==> config.mk <==
export PLATFORM = sky130hd
export DESIGN_NAME = id_operand_stage
export DESIGN_NICKNAME = d
export VERILOG_FILES = /design/src/rtl/id_operand_stage.sv
export SDC_FILE = /design/constraint.sdc
export NUM_CORES = 1
export LEC_CHECK = 0
export BUFFER_PORTS_ARGS = -buffer_cell sky130_fd_sc_hd__buf_2
export CORE_AREA = 2 2 160 162
export DETAILED_ROUTE_END_ITERATION = 8
export DIE_AREA = 0 0 162 164
export GPL_TIMING_DRIVEN = 0
export PLACE_DENSITY = 0.61
export SLEW_MARGIN = 40
export SYNTH_ARGS = -nofsm -noshare
export SYNTH_HDL_FRONTEND = slang
export SYNTH_SLANG_ARGS = --single-unit
==> constraint.sdc <==
create_clock -name clk -period 4.1 [get_ports clk]
set_input_delay 0.82 -clock clk [delete_from_list [all_inputs] [get_ports clk]]
set_output_delay 0.82 -clock clk [all_outputs]
set_load 0.02 [all_outputs]
==> src/rtl/id_operand_stage.sv <==
// ID front-end: PC register, SRAM hold FSM, operand forwarding, load-use interlock.
// Optional feature macro: ID_LOAD_USE_INTERLOCK_EN (undefined: stallreq tied 0).
module id_operand_stage #(
  parameter int NUM_FWD = 2,
  parameter int DW      = 32
) (
  input  logic                 clk,
  input  logic                 rst,
  input  logic                 flush,
  input  logic                 stall_in,
  input  logic                 if_valid,
  input  logic [DW-1:0]        if_pc,
  output logic                 if_ready,
  input  logic [DW-1:0]        inst_rdata,
  input  logic [NUM_FWD-1:0]   fwd_we,
  input  logic [5*NUM_FWD-1:0] fwd_waddr,
  input  logic [DW*NUM_FWD-1:0] fwd_wdata,
  input  logic [NUM_FWD-1:0]   fwd_is_load,
  input  logic                 wb_we,
  input  logic [4:0]           wb_waddr,
  input  logic [DW-1:0]        wb_wdata,
  output logic [4:0]           rf_raddr1,
  output logic [4:0]           rf_raddr2,
  input  logic [DW-1:0]        rf_rdata1,
  input  logic [DW-1:0]        rf_rdata2,
  input  logic                 rs_used,
  input  logic                 rt_used,
  output logic                 id_valid,
  output logic [DW-1:0]        id_pc,
  output logic [DW-1:0]        id_inst,
  output logic [DW-1:0]        rs_val,
  output logic [DW-1:0]        rt_val,
  output logic                 stallreq,
  output logic [15:0]          stall_cnt
);

  localparam logic [1:0] S_EMPTY = 2'd0;
  localparam logic [1:0] S_LIVE  = 2'd1;
  localparam logic [1:0] S_HELD  = 2'd2;

  logic [1:0]    r_state;
  logic [1:0]    w_state_nxt;
  logic [DW-1:0] r_pc;
  logic [DW-1:0] r_hold;
  logic [15:0]   r_stall_cnt;
  logic [DW-1:0] w_inst;
  logic          w_advance;
  logic          w_accept;
  logic [4:0]    w_rs;
  logic [4:0]    w_rt;
  logic          w_rs_hit;
  logic          w_rt_hit;
  logic          w_rs_ld;
  logic          w_rt_ld;
  logic [DW-1:0] w_rs_fwd;
  logic [DW-1:0] w_rt_fwd;
  logic          w_stallreq;

  assign id_valid  = (r_state != S_EMPTY);
  assign w_advance = id_valid & ~stall_in & ~w_stallreq;
  assign if_ready  = ~id_valid | w_advance;
  assign w_accept  = if_valid & if_ready;

  // Instruction word: live SRAM data, or the captured copy while stalled
  always_comb begin
    w_inst = '0;
    unique case (r_state)
      S_LIVE:  w_inst = inst_rdata;
      S_HELD:  w_inst = r_hold;
      default: w_inst = '0;
    endcase
  end

  // Next state of the hold FSM; flush overrides everything except reset
  always_comb begin
    w_state_nxt = r_state;
    if (flush) begin
      w_state_nxt = S_EMPTY;
    end else begin
      unique case (r_state)
        S_EMPTY:
          w_state_nxt = w_accept ? S_LIVE : S_EMPTY;
        S_LIVE, S_HELD:
          if (!w_advance)
            w_state_nxt = S_HELD;
          else
            w_state_nxt = if_valid ? S_LIVE : S_EMPTY;
        default:
          w_state_nxt = S_EMPTY;
      endcase
    end
  end

  // State, PC and hold registers
  always_ff @(posedge clk) begin
    if (rst) begin
      r_state <= S_EMPTY;
      r_pc    <= '0;
      r_hold  <= '0;
    end else begin
      r_state <= w_state_nxt;
      if (w_accept && !flush)
        r_pc <= if_pc;
      if (r_state == S_LIVE && !w_advance && !flush)
        r_hold <= inst_rdata;
    end
  end

  assign id_pc     = r_pc;
  assign id_inst   = w_inst;
  assign w_rs      = w_inst[25:21];
  assign w_rt      = w_inst[20:16];
  assign rf_raddr1 = w_rs;
  assign rf_raddr2 = w_rt;

  // Youngest matching forwarding source wins (scan oldest to youngest)
  always_comb begin
    w_rs_hit = 1'b0;
    w_rt_hit = 1'b0;
    w_rs_ld  = 1'b0;
    w_rt_ld  = 1'b0;
    w_rs_fwd = '0;
    w_rt_fwd = '0;
    for (int i = NUM_FWD - 1; i >= 0; i--) begin
      if (fwd_we[i] && fwd_waddr[5*i +: 5] == w_rs) begin
        w_rs_hit = 1'b1;
        w_rs_ld  = fwd_is_load[i];
        w_rs_fwd = fwd_wdata[DW*i +: DW];
      end
      if (fwd_we[i] && fwd_waddr[5*i +: 5] == w_rt) begin
        w_rt_hit = 1'b1;
        w_rt_ld  = fwd_is_load[i];
        w_rt_fwd = fwd_wdata[DW*i +: DW];
      end
    end
  end

  // Operand select: r0, in-flight source, WB bypass, regfile
  always_comb begin
    rs_val = rf_rdata1;
    rt_val = rf_rdata2;
    if (w_rs == 5'd0)
      rs_val = '0;
    else if (w_rs_hit)
      rs_val = w_rs_fwd;
    else if (wb_we && wb_waddr == w_rs)
      rs_val = wb_wdata;
    if (w_rt == 5'd0)
      rt_val = '0;
    else if (w_rt_hit)
      rt_val = w_rt_fwd;
    else if (wb_we && wb_waddr == w_rt)
      rt_val = wb_wdata;
  end

`ifdef ID_LOAD_USE_INTERLOCK_EN
  assign w_stallreq = id_valid &
    ((rs_used & (w_rs != 5'd0) & w_rs_ld) |
     (rt_used & (w_rt != 5'd0) & w_rt_ld));
`else
  logic w_unused;
  assign w_unused   = ^{w_rs_ld, w_rt_ld, rs_used, rt_used};
  assign w_stallreq = 1'b0;
`endif

  assign stallreq = w_stallreq;

  // Saturating count of interlock cycles; survives flush
  always_ff @(posedge clk) begin
    if (rst)
      r_stall_cnt <= '0;
    else if (w_stallreq && r_stall_cnt != 16'hFFFF)
      r_stall_cnt <= r_stall_cnt + 16'd1;
  end

  assign stall_cnt = r_stall_cnt;

endmodule

==> impl_metrics.toml <==
[synthesis]
syn-mean-instance-area_um2 = 7.26
synth_area_um2 = 5670
ys_ff_latch = 66
synth_flop_cell = "dfxtp_1"
synth_cell_type_count = 48
ys_async_sr_fraction_pct = 0
netlist_instances = 782
yosysWarnings = 0
synth_edf_count = 0
seq_area_frac_synth_pct = 23.3

[run]
max-cap-violations = 0

[worst_setup_path]
path_common_cell = "buf_4"
reg2reg_setup_slack_ns = 2.09
cp-start-kind = "register"
cp.arrival_ns = 3.21
crit_path_cell_trace = "inv_1 -> ha_1 -> buf_6 -> a22o_1 -> and3_1 -> o22ai_2 -> nor4_4 -> buf_4 -> or3_1 -> buf_4 -> buf_6 -> o221ai_1 -> buf_4"
path_buf_inv = 6
required_ns = 3.28
r2r_cells = 9
cp_max_fo = 10
r2r-start = "r_state[1]"
cpMaxStageDelayCell = "dfxtp_2"
r2r-end = "r_hold[3]"
crit_path_start = "r_state[1]"
cp_top_family = "buffers and inverters"
crit_type = "register to output pin"
max_stage_delay_ns = 0.34
critPathCaptureType = "output pin"

[cts]
ctsHoldBuffers = 0
cts_tree = "yes"
cts.path.max_buffers = 2
clock-sinks = 66
h-tree-depth = 3
path_clk_slew_ns = 0.06
numCtsBuffers = 9
insertion_delay_ns = 0.33
cts_root_buf = "clkbuf_16"

[detailed_routing]
dr.pass1.iters = 8
vias = 7998
vias_per_cell = 5.13
route.detailed.drc = 0
drt_iter0_drc = 569
routed_wl_mm = 31.1
routedWlPerCell_um = 19.9
final_antenna_net_count = 0

[sta]
setup_violations = 0
whs_ns = 0.450
maxSlewViolCount = 0
finalHoldViolations = 0
tightest_slew_ns = 0.567
fmax_ghz = 0.248
slew_headroom_pct = 62.2
layout_min_cycle_time_ns = 4.03
fin_worst_skew_ns = 0.00338
finalCritPeriodShare_pct = 98.3
final.setup.worst_slack_ns = 0.0717

[min_path]
worstHoldStart = "id_pc[8]"
hold_path_end = "id_pc[8]"
whs_path_depth = 2
hp-class = "register to register"

[finish]
fillers = 2699
syn2layout_area_growth_pct = 66.5
drive_above_1_share_pct = 48.0
nets = 1475
fin_util_pct = 38.1

[floorplanning]
initial_core_util_pct = 22.9
die_x_um = 162
die_h_um = 164
coreArea_um2 = 24800
rows = 58
fp.dieArea_um2 = 26600
io_pins = 408

[run_status]
run_status = "finished clean"

[global_route]
grt-ovfl-total = 0
grt_antenna_before_repair = 6
grt_pass1_vias = 7706
grt_max_degree = 13
grt_first_pass_wirelength_mm = 44.2
grt_usage_pct = 21.5

[placed_design]
dp_slack_ns = -0.447
dp_hpwl_mm = 25.0
routabilityCongestion = 0.954
port_buffers = 386

[power_and_ir_drop]
peakVddDrop_v = 0.000258
power.leakage_nw = 4.17
p_per_area_nw_per_um2 = 216
p_total_mw = 2.04
-- report_power, final --
part	leakage, nW	internal, mW	switching, mW
sequential	0.537	0.664	0.0119
clock	0.148	0.506	0.301
combinational	3.49	0.229	0.331
total	4.17	1.40	0.644
-- placed cells by master, fill, tap and decap left out, types with 10 or more instances in the layout --
cell and instances:
nand2_1 134, a21oi_1 70, clkbuf_16 11, nor2_1 27, conb_1 17, o31ai_1 10, nand3_1 51, nand4_1 20
dfxtp_1 64, a22oi_1 22, inv_1 37, mux2i_1 39, a221o_1 17, clkbuf_1 32, o221ai_2 16, buf_2 366
buf_6 15, o221ai_1 27, or3_1 14, buf_4 83
-- cell usage after synthesis, drive strengths merged, types with 18 or more instances --
cell type / count / area, um^2
buf: 56 / 382
nand3: 55 / 275
o221ai: 47 / 412
a21oi: 70 / 350
clkbuf: 46 / 174
a2111oi: 18 / 158
a22oi: 30 / 240
nand4: 22 / 150
mux2i: 47 / 470
nand2: 135 / 514
dfxtp: 66 / 1320
inv: 38 / 143
nor2: 32 / 123
-- worst max-delay path by stage --
stage	end	slack [ns]	cells past startpoint
4_1_cts	rt_val[23]	0.005	13
2_1_floorplan	rs_val[11]	0.42	11
3_5_place_dp	rt_val[13]	-0.45	9
5_1_grt	rt_val[23]	-0.02	12
3_3_place_gp	rt_val[13]	-0.46	9
6_report	rt_val[30]	0.07	13
-- tightest hold or removal path: stages (launching register included) --
cell and delay [ns]:
dfxtp_1 0.30, nand2_1 0.05, a21oi_1 0.05
-- final cells by class --
type                    instances  area [um^2]  share of cell area [%]
inverters                      38          143                    1.51
well taps                     330          413                    4.37
multi-input cells             592         4270                    45.2
repair buffers                416         2270                    24.0
plain buffers                  97          703                    7.44
clock buffers                  11          253                    2.68
flip-flops and latches         66         1320                    14.0
clock inverters                 5         62.6                   0.662
diodes                          4         10.0                   0.106
-- routing by layer --
| layer | vias to the layer above | part of all wire, % | track usage (%) |
|---|---|---|---|
| met4 | 2 | 3.8 | 9.41 |
| met3 | 67 | 8.3 | 4.87 |
| met2 | 405 | 51 | 39.2 |
| met1 | 3775 | 37 | 23.8 |
| met5 | - | 0.042 | 0 |
| li1 | 3749 | - | - |
-- logic make-up (layout without fill, tap and decap cells) --
logic type / Yosys count / in the layout / synth area share, %
AND/OR/NAND/NOR: 293 / 293 / 25.4
AO/OA/AOI/OAI: 223 / 223 / 28.5
buffers and inverters: 140 / 567 / 12.3
flip-flops: 66 / 66 / 23.3
multiplexers: 47 / 47 / 8.29
XOR/XNOR: 8 / 8 / 1.23
adder cells (fa/ha/maj): 4 / 4 / 0.882
other: 1 / 21 / 0.0661
-- flip-flops by register name, summed over array words and instances, names as in the netlist --
signal / count
id_pc: 32
r_state: 2
r_hold: 32
-- repair_timing --
item                                    4_1_cts  5_1_grt
cloned                                        2        2
pin swaps                                    14       16
setup buffers                                13       13
endpoints found under the setup margin       64       61
endpoints found under the hold margin         0        0
gates resized for setup                      97      112
-- through the flow --
stage / setup TNS (ns) / instances / cell area (um^2)
2_1_floorplan: 0 / 798 / 5730
6_report: 0 / 1559 / 9450
3_5_place_dp: -16.24 / 1514 / 8080
5_1_grt: -0.0266 / 1557 / 9440
4_1_cts: 0 / 1542 / 8860
3_3_place_gp: -15.55 / 1514 / 8080
Note: power is estimated with default switching activity, not from simulation.
